[src/rtl/detector_jogada_pkg.sv]
// Shared definitions for the button-press detector: state codes, default
// debounce length and the one-hot test on a captured button sample.
package detector_jogada_pkg;

  localparam int DEBOUNCE_DEFAULT = 50000;
  localparam int NUM_BOTOES       = 4;

  // 4-bit codes are also what the hexa7seg display mux shows
  typedef enum logic [3:0] {
    OCIOSO        = 4'd0,
    FILTRANDO     = 4'd1,
    EMITE         = 4'd2,
    ESPERA_SOLTAR = 4'd3
  } estado_t;

  function automatic logic eh_one_hot(input logic [NUM_BOTOES-1:0] v);
    return (v != '0) && ((v & (v - NUM_BOTOES'(1))) == '0);
  endfunction

endpackage

[src/rtl/detector_jogada_sincronizador_2ff.sv]
// Two-flop synchronizer for asynchronous level inputs; also reused for iniciar.
module sincronizador_2ff #(
  parameter int W = 4
) (
  input  logic         clock,
  input  logic         reset,
  input  logic [W-1:0] d,
  output logic [W-1:0] q
);

  logic [1:0][W-1:0] sync_pipe;

  always_ff @(posedge clock or negedge reset) begin
    if (!reset) sync_pipe <= '0;
    else        sync_pipe <= {sync_pipe[0], d};
  end

  assign q = sync_pipe[1];

endmodule

[src/rtl/detector_jogada.sv]
// Synchronizes and debounces four push-buttons; one jogada_feita pulse per
// one-hot press, multiplo pulse for multi-button presses, release is debounced too.
module detector_jogada
  import detector_jogada_pkg::*;
#(
  parameter int DEBOUNCE_CYCLES = DEBOUNCE_DEFAULT,
  parameter int CNT_W           = $clog2(DEBOUNCE_CYCLES)
) (
  input  logic                  clock,
  input  logic                  reset,
  input  logic [NUM_BOTOES-1:0] botoes_in,
  input  logic                  habilita,
  output logic                  jogada_feita,
  output logic [NUM_BOTOES-1:0] jogada,
  output logic                  multiplo,
  output logic [3:0]            db_estado
);

  localparam logic [CNT_W-1:0] CNT_MAX = CNT_W'(DEBOUNCE_CYCLES - 1);

  logic [NUM_BOTOES-1:0] sinc;
  logic [NUM_BOTOES-1:0] amostra;
  logic [CNT_W-1:0]      cnt;
  estado_t               estado;
  logic                  amostra_1h;

  sincronizador_2ff #(.W(NUM_BOTOES)) u_sinc (
    .clock (clock),
    .reset (reset),
    .d     (botoes_in),
    .q     (sinc)
  );

  assign amostra_1h = eh_one_hot(amostra);
  assign db_estado  = estado;

  always_ff @(posedge clock or negedge reset) begin
    if (!reset) begin
      estado       <= OCIOSO;
      amostra      <= '0;
      cnt          <= '0;
      jogada       <= '0;
      jogada_feita <= 1'b0;
      multiplo     <= 1'b0;
    end else begin
      jogada_feita <= 1'b0;
      multiplo     <= 1'b0;
      case (estado)
        OCIOSO: begin
          if (habilita && sinc != '0) begin
            amostra <= sinc;
            cnt     <= '0;
            estado  <= FILTRANDO;
          end
        end
        FILTRANDO: begin
          // any change of the sampled pattern is treated as bounce and discarded
          if (!habilita || sinc != amostra) begin
            estado <= OCIOSO;
          end else if (cnt == CNT_MAX) begin
            estado <= EMITE;
            if (amostra_1h) begin
              jogada_feita <= 1'b1;
              jogada       <= amostra;
            end else begin
              multiplo <= 1'b1;
            end
          end else begin
            cnt <= cnt + CNT_W'(1);
          end
        end
        EMITE: begin
          cnt    <= '0;
          estado <= ESPERA_SOLTAR;
        end
        ESPERA_SOLTAR: begin
          // release must be seen as a full debounce window of all-zero input
          if (sinc != '0)            cnt    <= '0;
          else if (cnt == CNT_MAX)   estado <= OCIOSO;
          else                       cnt    <= cnt + CNT_W'(1);
        end
        default: estado <= OCIOSO;
      endcase
    end
  end

endmodule

[config.mk]
export PLATFORM = sky130hd
export DESIGN_NAME = detector_jogada
export DESIGN_NICKNAME = d
export VERILOG_FILES = /design/src/rtl/detector_jogada_pkg.sv /design/src/rtl/detector_jogada_sincronizador_2ff.sv /design/src/rtl/detector_jogada.sv
export SDC_FILE = /design/constraint.sdc
export NUM_CORES = 1
export LEC_CHECK = 0
export CORE_AREA = 2 2 62 64
export CTS_CLUSTER_SIZE = 10
export DETAILED_ROUTE_END_ITERATION = 12
export DIE_AREA = 0 0 64 66
export DONT_BUFFER_PORTS = 1
export GPL_TIMING_DRIVEN = 0
export HOLD_SLACK_MARGIN = 0.05
export PLACE_DENSITY = 0.61
export SLEW_MARGIN = 20
export SYNTH_ARGS = -nofsm -noshare
export SYNTH_HDL_FRONTEND = slang
export SYNTH_SLANG_ARGS = --single-unit
[constraint.sdc]
create_clock -name clock -period 5.5 [get_ports clock]
set_input_delay 1.1 -clock clock [delete_from_list [all_inputs] [get_ports clock]]
set_output_delay 1.1 -clock clock [all_outputs]
set_load 0.03 [all_outputs]
# == After elaboration in Yosys (flattened, before gate mapping) ==
# Index checks and enable logic that the tools add are counted.
# totals
regBits,38
inputBits,7
out_inout_bits,10
wordCells,54
# op_classes
addsub,2
eq_ne,10
mux,19
bitwise_logic,2
n_reduce_logical,13
# op_table
op,count
2-to-1 mux 16 bit,4
one-hot mux 16 bit (4 select lines),1
2-to-1 mux 4 bit,5
"adder 16 x 1 -> 16 bit, second input constant",1
"equality test 16 bit, second input constant",1
one-hot mux 4 bit (4 select lines),1
nonzero test 4 bit,3
"equality test 4 x 2 -> 1 bit, second input constant",2
zero test 4 bit,2
2-to-1 mux 1 bit,8
"inequality test 2 bit, second input constant",4
AND reduction 4 bit,2
AND 4 bit,1
"equality test 4 x 1 -> 1 bit, second input constant",1
inequality test 4 bit,1
"subtractor 4 x 1 -> 4 bit, second input constant",1
"inequality test 3 bit, second input constant",1
AND reduction 3 bit,1
logical AND 1 bit,2
AND reduction 2 bit,1
zero test 1 bit,1
logical OR 1 bit,1
inverter 1 bit,1

# == Longest topological paths before layout ==
# depth
ltp_word,8
mapped_depth,6
mapped_depth_nobuf,6

# == Cells and area by module ==
# Synthesis repeated with hierarchy kept, for this count alone.
# hier_totals
hier_cells,165
hier_area_um2,1749.2
# modules_own_cells
mod,n_inst,cells_per_inst,area_each_um2,seq_area_each_um2
detector_jogada,1,153,1519.0,700.7
sincronizador_2ff,1,12,230.2,200.2

# == Worst setup path after synthesis ==
# OpenSTA, ideal clock, no wires.
# synth_path
path_type,input to register
startpoint,input port habilita
endpoint,register cnt[9]
setup_ns,0.066
t_arrival_ns,2.170
t_required_ns,5.434
slack_ns,3.264
path_stages,5
n_path_buf,0
cell_sequence,o41ai_4 o21ai_1 a22oi_1 or4_1 nand2_1
# synth_via
elab_chain_cells,4
elab_cells_between_ends,6
cone_classes,eq/ne (2); reduce/logical (4)
# synth_lines
item,line_no,rtl
"start, declared",detector_jogada.sv:12,"input logic habilita,"
zero test 1 bit,detector_jogada.sv:58,if (!habilita || sinc != amostra) begin
logical OR 1 bit,detector_jogada.sv:58,
inequality test 2 bit (no source line),--,
AND reduction 3 bit (no source line) (*),--,
"end signal, assigned",detector_jogada.sv:69,cnt <= cnt + CNT_W'(1);
"end signal, assigned",detector_jogada.sv:80,else cnt <= cnt + CNT_W'(1);
"end, declared",detector_jogada.sv:23,logic [CNT_W-1:0] cnt;
# Every way passes the cells marked *; elsewhere a longest branch is shown, timed or not.
# A chain may end at the register's enable or synchronous reset.

# == Final worst setup path ==
# Ends and elaborated chain as after synthesis.

==> impl_metrics.yaml <==
outcome:
  status: "finished, final reports clean"
timing:
  setup_viol: 0
  finalMaxSlewViolations: 0
  skew_ns: 0.00604
  finalHoldViolCount: 0
  fin_hold_ws_ns: 0.357
  fmax_mhz: 478
  fin_crit_ns: 2.09
  finalCritPeriodShare_pct: 38.0
  maxSlewHeadroom_pct: 61.4
  rsz0062_at_grt: "false"
  finalSetupTns_ns: 0
  tightest_slew_ns: 0.575
grt:
  antenna_found_initial: 0
  grt_pass1_vias: 1173
  grt_usage_pct: 17.8
  grt-ovfl-total: 0
  grt_pass1_wl_um: 5620
  grt_max_degree: 37
yosys:
  syn_inst: 163
  synth_edf_count: 0
  ys_dominant_reg_cell: "dfrtp_1"
  yosysUniqueCellTypes: 40
  ys_warn_count: 0
  ys_seq_area_share_pct: 51.8
  synthArstFlopShare_pct: 100
  ys_ff_latch: 36
  avgSynthCellArea_sq_um: 10.7
  syn_area_sq_um: 1740
detailed_routing:
  drcViolationCount: 0
  post_drt_wl_per_cell_um: 15.4
  vias: 1290
  postRouteAntennaNets: 0
  drt-pass1-iter-count: 4
  routed_wl_um: 3390
  drt-initial-drc-count: 74
  via_per_inst: 5.86
place:
  port_buffers: 0
  dp_hpwl_um: 2420
  gp_congestion: 0.838
die:
  core_area_sq_um: 3550
  die-area_sq_um: 4220
  initial_utilization_pct: 49.0
  ioPinCount: 17
  row_count: 22
  fp.dieH_um: 66
  die_w_um: 64
clock_network:
  post_cts_buffers: 0
  h-tree-depth: 2
  cts_resized: 0
  holdBufCountCts: 0
  cts_buffers: 5
  clk_pin_slew_ns: 0.11
  root_buffer: "clkbuf_4"
  insertion_delay_ns: 0.34
  tritoncts: "built"
  clock_sinks: 36
  clockBufferDepth: 2
final_layout:
  nets: 179
  area_growth_pct: 8.27
  drive_above_1_share_pct: 13.4
  final_util_pct: 53.0
  mostFrequentLayoutCells: "36 x dfrtp_1, 14 x nand2_1, 12 x nor2_1, 10 x a21oi_1"
  final_common_cell: "dfrtp_1"
  diodes: 0
worst_setup_path:
  crit_path_start_kind: "input pin"
  critPathArrivalTime_ns: 2.38
  cp_max_fo: 7
  path_class: "input pin to flip-flop"
  cp-end-kind: "flip-flop"
  worstPathRequired_ns: 5.79
hold_path:
  min_path_type: "flip-flop to flip-flop"
power_and_ir_drop:
  powerDensity_nw_per_um2: 283
  max-vdd-ir-drop_mv: 0.154
  p_leak_uw: 0.000775
flow_run:
  max_cap_viol_count: 0
## flip-flops by register name, indices dropped and copies added (netlist names)
signal,flops
cnt,16
amostra,4
jogada,4
u_sinc.q,4
u_sinc.sync_pipe,4
db_estado,2
jogada_feita,1
multiplo,1
## cell type report
cell class	instances	area (sq um)
tap	48	60.1
sequential	36	901
clock inverter	3	42.5
inverter	3	11.3
fill	310	1670
buffer	5	27.5
clock buffer	5	37.5
multi-input combinational	120	803
## critical path, cell delays in order
cell and delay [ns]:
o41ai_4 0.06, o21ai_1 0.33, a22oi_1 0.29, or4_1 0.52
nand2_1 0.07
## worst paths after layout
path | start | end | slack, ns | depth (start not counted)
max | habilita | cnt[9] | 3.41 | 5
min | u_sinc.sync_pipe[1] | u_sinc.q[1] | 0.36 | 0
max reg2reg | u_sinc.q[1] | cnt[0] | 3.45 | 6
min reg2reg | u_sinc.sync_pipe[1] | u_sinc.q[1] | 0.36 | 0
max in group asynchronous | reset | u_sinc.q[3] | 4.99 | 0
min in group asynchronous | reset | cnt[14] | 0.43 | 0
## cells in the mapped netlist, drive strengths merged, types with 5 or more instances
master,number,share of area [%]
o31ai,6,2.6
nand4,5,1.8
xor2,7,3.5
mux2,8,5.2
dfrtp,36,52
o21ai,6,1.7
nor2,12,2.6
nor4,6,2.2
nand2,14,3.0
a21oi,12,3.9
or4,8,3.5
## kinds of logic (layout without fill, tap and decap cells)
| logic type | after synthesis | count (layout) | share of synthesized area, % |
|---|---|---|---|
| adder cells (fa/ha/maj) | 1 | 1 | 0.719 |
| AO/OA/AOI/OAI | 33 | 33 | 13.2 |
| multiplexers | 10 | 10 | 6.33 |
| other | 1 | 2 | 0.216 |
| AND/OR/NAND/NOR | 66 | 66 | 21.4 |
| buffers and inverters | 8 | 16 | 2.23 |
| XOR/XNOR | 8 | 8 | 4.03 |
| flip-flops | 36 | 36 | 51.8 |
## routing by layer
layer,GRT usage [%],vias up,wire length (um)
met4,8.97,0,62
met3,4.26,7,171
met2,27.1,27,1520
met5,0,-,0
met1,23.7,628,1640
li1,-,628,-
## stage by stage
stage / setup WS [ns] / area [sq um] / power, uW / instances
2_1_floorplan: 3.26 / 1740 / 338 / 164
3_3_place_gp: 3.12 / 1800 / 349 / 212
6_report: 3.41 / 1880 / 533 / 220
3_5_place_dp: 3.08 / 1800 / 352 / 212
4_1_cts: 3.41 / 1880 / 536 / 220
5_1_grt: 3.20 / 1880 / 557 / 220
## report_power, final
part	switching [uW]	internal (uW)	total, uW
logic	29.9	21.6	51.5
clock network	90.7	94.7	185
registers	18.5	277	296
total	139	394	533
Note: power is estimated with default switching activity, not from simulation.
